--- src/rtl/register_writeback_if.sv ---
// Writeback-side bundle between execute, read stage and the register file owner.
// Carries commit requests, scoreboard reservations and source checks.
interface register_writeback_if;
  logic        wbValidIn;
  logic        wbReadyOut;
  logic [3:0]  destRegIn;
  logic        destRegValidIn;
  logic [63:0] destValIn;
  logic [3:0]  destRegSpecialIn;
  logic        destRegSpecialValidIn;
  logic [63:0] destValSpecialIn;
  logic        reserveValidIn;
  logic [3:0]  reserveRegIn;
  logic        reserveSpecialValidIn;
  logic [3:0]  reserveSpecialRegIn;
  logic [3:0]  checkReg1In;
  logic [3:0]  checkReg2In;
  logic        checkReg1ValidIn;
  logic        checkReg2ValidIn;
  logic [63:0] registerFileOut [16];
  logic        wbStallOut;
  logic [31:0] commitCountOut;

  modport master (
    output wbValidIn, destRegIn, destRegValidIn, destValIn,
           destRegSpecialIn, destRegSpecialValidIn, destValSpecialIn,
           reserveValidIn, reserveRegIn, reserveSpecialValidIn, reserveSpecialRegIn,
           checkReg1In, checkReg2In, checkReg1ValidIn, checkReg2ValidIn,
    input  wbReadyOut, registerFileOut, wbStallOut, commitCountOut
  );

  modport slave (
    input  wbValidIn, destRegIn, destRegValidIn, destValIn,
           destRegSpecialIn, destRegSpecialValidIn, destValSpecialIn,
           reserveValidIn, reserveRegIn, reserveSpecialValidIn, reserveSpecialRegIn,
           checkReg1In, checkReg2In, checkReg1ValidIn, checkReg2ValidIn,
    output wbReadyOut, registerFileOut, wbStallOut, commitCountOut
  );
endinterface

--- src/rtl/register_writeback.sv ---
// Architectural register file with writeback commit (incl. dual RDX:RAX destination)
// and a per-register pending-write scoreboard that stalls the read stage.
module register_writeback #(
  parameter logic [63:0] RESET_RSP = 64'h0,
  parameter int          PEND_W    = 2
) (
  input logic            clk,
  input logic            reset,
  register_writeback_if.slave bus
);

  typedef enum logic {IDLE, SECOND} state_e;

  localparam logic [PEND_W-1:0] PEND_MAX = '1;
  localparam logic [PEND_W-1:0] PEND_ONE = {{(PEND_W-1){1'b0}}, 1'b1};

  state_e            state_q, state_d;
  logic [63:0]       regFile_q [16];
  logic [PEND_W-1:0] pend_q [16];
  logic [PEND_W-1:0] pend_d [16];
  logic [3:0]        specReg_q, specReg_d;
  logic [63:0]       specVal_q, specVal_d;
  logic [31:0]       commitCount_q;

  logic              accept;
  logic              wrEn;
  logic [3:0]        wrReg;
  logic [63:0]       wrVal;

  // At most one register write per cycle: a dual distinct commit is split over IDLE and SECOND.
  always_comb begin
    state_d        = state_q;
    specReg_d      = specReg_q;
    specVal_d      = specVal_q;
    wrEn           = 1'b0;
    wrReg          = 4'd0;
    wrVal          = 64'd0;
    accept         = 1'b0;
    bus.wbReadyOut = 1'b0;
    case (state_q)
      IDLE: begin
        bus.wbReadyOut = 1'b1;
        accept         = bus.wbValidIn;
        if (accept) begin
          if (bus.destRegSpecialValidIn &&
              (!bus.destRegValidIn || bus.destRegIn == bus.destRegSpecialIn)) begin
            wrEn  = 1'b1;
            wrReg = bus.destRegSpecialIn;
            wrVal = bus.destValSpecialIn;
          end else if (bus.destRegValidIn) begin
            wrEn  = 1'b1;
            wrReg = bus.destRegIn;
            wrVal = bus.destValIn;
            if (bus.destRegSpecialValidIn) begin
              specReg_d = bus.destRegSpecialIn;
              specVal_d = bus.destValSpecialIn;
              state_d   = SECOND;
            end
          end
        end
      end
      SECOND: begin
        wrEn    = 1'b1;
        wrReg   = specReg_q;
        wrVal   = specVal_q;
        state_d = IDLE;
      end
      default: state_d = IDLE;
    endcase
  end

  // A reserve into a saturated counter is dropped and stalls the read stage instead.
  always_comb begin
    logic resv;
    logic full;
    logic commit;
    logic inc;
    bus.wbStallOut = 1'b0;
    for (int r = 0; r < 16; r++) begin
      resv   = (bus.reserveValidIn && bus.reserveRegIn == 4'(r)) ||
               (bus.reserveSpecialValidIn && bus.reserveSpecialRegIn == 4'(r));
      full   = (pend_q[r] == PEND_MAX);
      commit = wrEn && (wrReg == 4'(r));
      inc    = resv && !full;
      pend_d[r] = pend_q[r];
      if (resv && full) begin
        bus.wbStallOut = 1'b1;
      end
      if (inc && !commit) begin
        pend_d[r] = pend_q[r] + PEND_ONE;
      end else if (!inc && commit && pend_q[r] != '0) begin
        pend_d[r] = pend_q[r] - PEND_ONE;
      end
    end
    if (bus.checkReg1ValidIn && pend_q[bus.checkReg1In] != '0) begin
      bus.wbStallOut = 1'b1;
    end
    if (bus.checkReg2ValidIn && pend_q[bus.checkReg2In] != '0) begin
      bus.wbStallOut = 1'b1;
    end
  end

  always_ff @(posedge clk or posedge reset) begin
    if (reset) begin
      state_q       <= IDLE;
      specReg_q     <= 4'd0;
      specVal_q     <= 64'd0;
      commitCount_q <= 32'd0;
      for (int i = 0; i < 16; i++) begin
        pend_q[i] <= '0;
      end
    end else begin
      state_q   <= state_d;
      specReg_q <= specReg_d;
      specVal_q <= specVal_d;
      if (accept) begin
        commitCount_q <= commitCount_q + 32'd1;
      end
      for (int i = 0; i < 16; i++) begin
        pend_q[i] <= pend_d[i];
      end
    end
  end

  // R4 is the stack pointer and comes out of reset at RESET_RSP.
  always_ff @(posedge clk or posedge reset) begin
    if (reset) begin
      for (int i = 0; i < 16; i++) begin
        regFile_q[i] <= (i == 4) ? RESET_RSP : 64'd0;
      end
    end else if (wrEn) begin
      regFile_q[wrReg] <= wrVal;
    end
  end

  assign bus.registerFileOut = regFile_q;
  assign bus.commitCountOut  = commitCount_q;

endmodule
--- src/flat_wrapper.sv ---
// flat-port wrapper written by rule: the top's interface ports become plain ports
module register_writeback_flat 
#(
  parameter logic [63:0] RESET_RSP = 64'h0,
  parameter int          PEND_W    = 2
)
  (clk, reset, bus_wbValidIn, bus_destRegIn, bus_destRegValidIn, bus_destValIn, bus_destRegSpecialIn, bus_destRegSpecialValidIn, bus_destValSpecialIn, bus_reserveValidIn, bus_reserveRegIn, bus_reserveSpecialValidIn, bus_reserveSpecialRegIn, bus_checkReg1In, bus_checkReg2In, bus_checkReg1ValidIn, bus_checkReg2ValidIn, bus_wbReadyOut, bus_registerFileOut, bus_wbStallOut, bus_commitCountOut);
  register_writeback_if bus_i ();
  input logic clk;
  input logic reset;
  input wire logic [$bits(bus_i.wbValidIn)-1:0] bus_wbValidIn;
  input wire logic [$bits(bus_i.destRegIn)-1:0] bus_destRegIn;
  input wire logic [$bits(bus_i.destRegValidIn)-1:0] bus_destRegValidIn;
  input wire logic [$bits(bus_i.destValIn)-1:0] bus_destValIn;
  input wire logic [$bits(bus_i.destRegSpecialIn)-1:0] bus_destRegSpecialIn;
  input wire logic [$bits(bus_i.destRegSpecialValidIn)-1:0] bus_destRegSpecialValidIn;
  input wire logic [$bits(bus_i.destValSpecialIn)-1:0] bus_destValSpecialIn;
  input wire logic [$bits(bus_i.reserveValidIn)-1:0] bus_reserveValidIn;
  input wire logic [$bits(bus_i.reserveRegIn)-1:0] bus_reserveRegIn;
  input wire logic [$bits(bus_i.reserveSpecialValidIn)-1:0] bus_reserveSpecialValidIn;
  input wire logic [$bits(bus_i.reserveSpecialRegIn)-1:0] bus_reserveSpecialRegIn;
  input wire logic [$bits(bus_i.checkReg1In)-1:0] bus_checkReg1In;
  input wire logic [$bits(bus_i.checkReg2In)-1:0] bus_checkReg2In;
  input wire logic [$bits(bus_i.checkReg1ValidIn)-1:0] bus_checkReg1ValidIn;
  input wire logic [$bits(bus_i.checkReg2ValidIn)-1:0] bus_checkReg2ValidIn;
  output wire logic [$bits(bus_i.wbReadyOut)-1:0] bus_wbReadyOut;
  output wire logic [$bits(bus_i.registerFileOut)-1:0] bus_registerFileOut;
  output wire logic [$bits(bus_i.wbStallOut)-1:0] bus_wbStallOut;
  output wire logic [$bits(bus_i.commitCountOut)-1:0] bus_commitCountOut;
  assign bus_i.wbValidIn = bus_wbValidIn;
  assign bus_i.destRegIn = bus_destRegIn;
  assign bus_i.destRegValidIn = bus_destRegValidIn;
  assign bus_i.destValIn = bus_destValIn;
  assign bus_i.destRegSpecialIn = bus_destRegSpecialIn;
  assign bus_i.destRegSpecialValidIn = bus_destRegSpecialValidIn;
  assign bus_i.destValSpecialIn = bus_destValSpecialIn;
  assign bus_i.reserveValidIn = bus_reserveValidIn;
  assign bus_i.reserveRegIn = bus_reserveRegIn;
  assign bus_i.reserveSpecialValidIn = bus_reserveSpecialValidIn;
  assign bus_i.reserveSpecialRegIn = bus_reserveSpecialRegIn;
  assign bus_i.checkReg1In = bus_checkReg1In;
  assign bus_i.checkReg2In = bus_checkReg2In;
  assign bus_i.checkReg1ValidIn = bus_checkReg1ValidIn;
  assign bus_i.checkReg2ValidIn = bus_checkReg2ValidIn;
  assign bus_wbReadyOut = bus_i.wbReadyOut;
  assign bus_registerFileOut = {>>{bus_i.registerFileOut}};
  assign bus_wbStallOut = bus_i.wbStallOut;
  assign bus_commitCountOut = bus_i.commitCountOut;
  register_writeback #(.RESET_RSP(RESET_RSP), .PEND_W(PEND_W)) u_core (.clk(clk), .reset(reset), .bus(bus_i));
endmodule
--- config.mk ---
export PLATFORM = sky130hd
export DESIGN_NAME = register_writeback_flat
export DESIGN_NICKNAME = d
export VERILOG_FILES = /design/src/rtl/register_writeback_if.sv /design/src/rtl/register_writeback.sv /design/src/flat_wrapper.sv
export SDC_FILE = /design/constraint.sdc
export NUM_CORES = 2
export LEC_CHECK = 0
export ABC_CLOCK_PERIOD_IN_PS = 60100
export CAP_MARGIN = 20
export CELL_PAD_IN_SITES_DETAIL_PLACEMENT = 0
export CELL_PAD_IN_SITES_GLOBAL_PLACEMENT = 1
export CORE_AREA = 5 5 477 479
export CTS_CLUSTER_SIZE = 40
export DETAILED_ROUTE_END_ITERATION = 12
export DIE_AREA = 0 0 482 484
export PLACE_DENSITY_LB_ADDON = 0.1
export SLEW_MARGIN = 15
export SYNTH_ARGS = -nofsm -noshare
export SYNTH_HDL_FRONTEND = slang
export SYNTH_SLANG_ARGS = --single-unit
--- constraint.sdc ---
create_clock -name clk -period 60.1 [get_ports clk]
set_input_delay 6.01 -clock clk [delete_from_list [all_inputs] [get_ports clk]]
set_output_delay 6.01 -clock clk [all_outputs]
set_load 0.05 [all_outputs]
==> impl_metrics.toml <==
[clocking]
cts.clk_slew.worst_paths_ns = 0.06
cts_hold_buffers = 0
insertion_delay_ns = 0.82
htree_levels = 4
cts_root_buf = "clkbuf_16"
cts_resized = 0
clkSinkCount = 1157
cts_buffers = 149
cts_setup_buffers = 0
cts.path.max_buffers = 3
cts_tree = "done"

[layout]
area_delta_synth_final_pct = 44.6
drive_gt1_frac = 0.335
final_cell_mix = "1217 x clkdlybuf4s50_1, 1156 x dfrtp_1, 1079 x mux2_2, 150 x clkbuf_16, 102 x nand2_1"
final_common_cell = "clkdlybuf4s50_1"
layout.nets = 4518

[floorplan]
rows = 174
die_w_um = 482
dieArea_um2 = 233000
die_y_um = 484
core_area_um2 = 223000
io_pins = 1219
start_util = 0.210

[global_routing]
grt_pass1_vias = 33361
grt_first_pass_wirelength_mm = 310
grt_max_degree = 150
grt-ovfl-total = 0
grt_antenna_before_repair = 63
grt_usage = 0.192

[routing]
dr.max_layer_used = "met5"
dr.pass1.iters = 4
drt_wl_total_mm = 230
drc_errors = 0
vias = 31573
vias_per_cell = 4.22
wl_met3_mm = 21.7
drtAntennaViolNets = 0
wl_per_cell_um = 30.7
wl_met2_mm = 111
wl_met1_mm = 91.6
drt_first_iter_violations = 1363

[sta]
min_period_ns = 15.48
clock.fmax_mhz = 64.6
slew_headroom = 0.255
fin_tns_setup_ns = 0
hold_viol = 0
drv_slew = 0
worstMarginPinSlew_ns = 1.12
min_period_over_period = 0.258
finClkSkew_ns = 0.0504
grt_setup_unrepaired = "false"
setup-violations-final = 0

[min_path]
hp-class = "reg -> reg"
min_to = "u_core.bus.registerFileOut[576]"
hp-start = "u_core.bus.registerFileOut[576]"
holdPathStages = 1

[pwr]
p_per_area_nw_per_um2 = 51.4
power.leakage_nw = 29.4
power_mw = 3.49
ir_drop_uv = 28.0

[placement]
gp_congestion = 0.760
portBuffers = 1218
dpl.hpwl_mm = 162

[synth]
synth_top_area_share = 0.617
synth_top_area_cell = "dfrtp_1"
postSynthCellCount = 3110
synth_flop_cell = "dfrtp_1"
synth-edff-count = 0
seq_area_frac_synth = 0.617
synth_area_leaders = "dfrtp_1 62%, mux2_2 26%, mux2i_1 1.4%"
synth-async-reset-ratio = 1.00
yosysWarningCount = 0
ys_types = 64
syn_nets = 3272
syn-cell-area_um2 = 46900
ys_ff_latch = 1157
avgSynthCellArea_um2 = 15.1

[worst_setup_path]
r2r-start = "u_core.state_q"
cp.arrival_ns = 9.47
crit_path_end_kind = "output pin"
r2r_cells = 9
rrSetupSlack_ns = 55.16
critPathMaxFanout = 7
startpoint_type = "primary input"
worstSetupPathType = "in -> out"
r2r-end = "u_core.bus.registerFileOut[765]"
critical_path_required_ns = 54.09

[outcome]
outcome = "complete, no violations"

[job]
cap_violations = 0
[metal layers]
layer,global-route usage,vias to the layer above
met5,0,-
met4,0.0402,18
li1,-,13536
met1,0.226,16717
met3,0.0831,281
met2,0.323,1021
[synth_stat cells, types with 10 or more instances]
master / n
dfrtp_1: 1157
mux2_2: 1079
nand2_1: 103
clkbuf_1: 94
buf_2: 73
o21ai_0: 73
mux2i_1: 65
and2_1: 64
nand3_1: 38
nor2_1: 37
buf_4: 34
xnor2_1: 32
inv_1: 21
xor2_1: 16
buf_6: 15
mux2_1: 13
nor4_4: 13
nand4_1: 12
o22ai_1: 12
a22oi_1: 11
nand2b_1: 11
a22o_1: 10
mux4_2: 10
o21ba_2: 10
o21bai_1: 10
[worst max-delay path: stages]
cell and delay (ns):
clkdlybuf4s50_1 0.52, nand3b_1 0.22, o22ai_1 0.24, nand3_1 0.15, nand4_1 0.14, nor4b_1 0.71, o221ai_1 0.60, clkdlybuf4s50_1 0.86
[power by group]
group / switching [mW] / total, mW / internal, mW
registers: 0.115 / 1.09 / 0.976
logic: 0.986 / 1.46 / 0.475
clock network: 0.381 / 0.933 / 0.553
total: 1.48 / 3.49 / 2.00
[worst max-delay path by stage]
| stage | endpoint | slack (ns) | depth (start not counted) | startpoint |
|---|---|---|---|---|
| floorplan | u_core.bus.commitCountOut[0] | 21.50 | 1 | reset |
| global placement | bus_wbStallOut | 44.31 | 8 | bus_reserveRegIn[2] |
| detailed placement | bus_wbStallOut | 44.39 | 8 | bus_reserveRegIn[2] |
| CTS | bus_wbStallOut | 44.38 | 8 | bus_reserveRegIn[3] |
| global route | bus_wbStallOut | 44.37 | 8 | bus_reserveRegIn[2] |
| finish | bus_wbStallOut | 44.62 | 8 | bus_reserveRegIn[3] |
[cell families after synthesis]
logic type / share of synthesized area
DFF: 0.617
adders and majority gates: 0.000267
muxes: 0.281
AOI/OAI and AO/OA: 0.0263
xor gates and xnor gates: 0.00896
buffers and inverters: 0.0263
and+or+nand+nor: 0.0402
[state kept, by name, indices dropped and copies added (netlist names)]
name	count
u_core.specVal_q	64
u_core.bus.registerFileOut	1024
u_core.bus.commitCountOut	32
u_core.pend_q	32
u_core.state_q	1
u_core.specReg_q	4
[area by class of cell]
cell class | count | area (µm²)
Antenna cell | 21 | 52.6
Clock buffer | 222 | 4390
Clock inverter | 43 | 703
Fill cell | 22576 | 155000
Inverter | 21 | 86.3
Multi-Input combinational cell | 1713 | 16900
Sequential cell | 1157 | 29000
Tap cell | 2992 | 3740
Timing Repair Buffer | 1314 | 13000
[per-stage QoR]
| step | instance area, µm² | cells | worst slack, ns | hold WS, ns | utilization |
|---|---|---|---|---|---|
| 6_report | 67800 | 7483 | 44.62 | 0.487 | 0.304 |
| 5_1_grt | 67800 | 7468 | 44.37 | 0.510 | 0.304 |
| 4_1_cts | 67800 | 7461 | 44.38 | 0.488 | 0.304 |
| 3_5_place_dp | 62700 | 7196 | 44.39 | 0.475 | 0.281 |
| 3_3_place_gp | 62700 | 7196 | 44.31 | 0.469 | 0.281 |
| 2_1_floorplan | 46900 | 3110 | 21.50 | 0.481 | - |
Power figures use the tool's default switching activity.
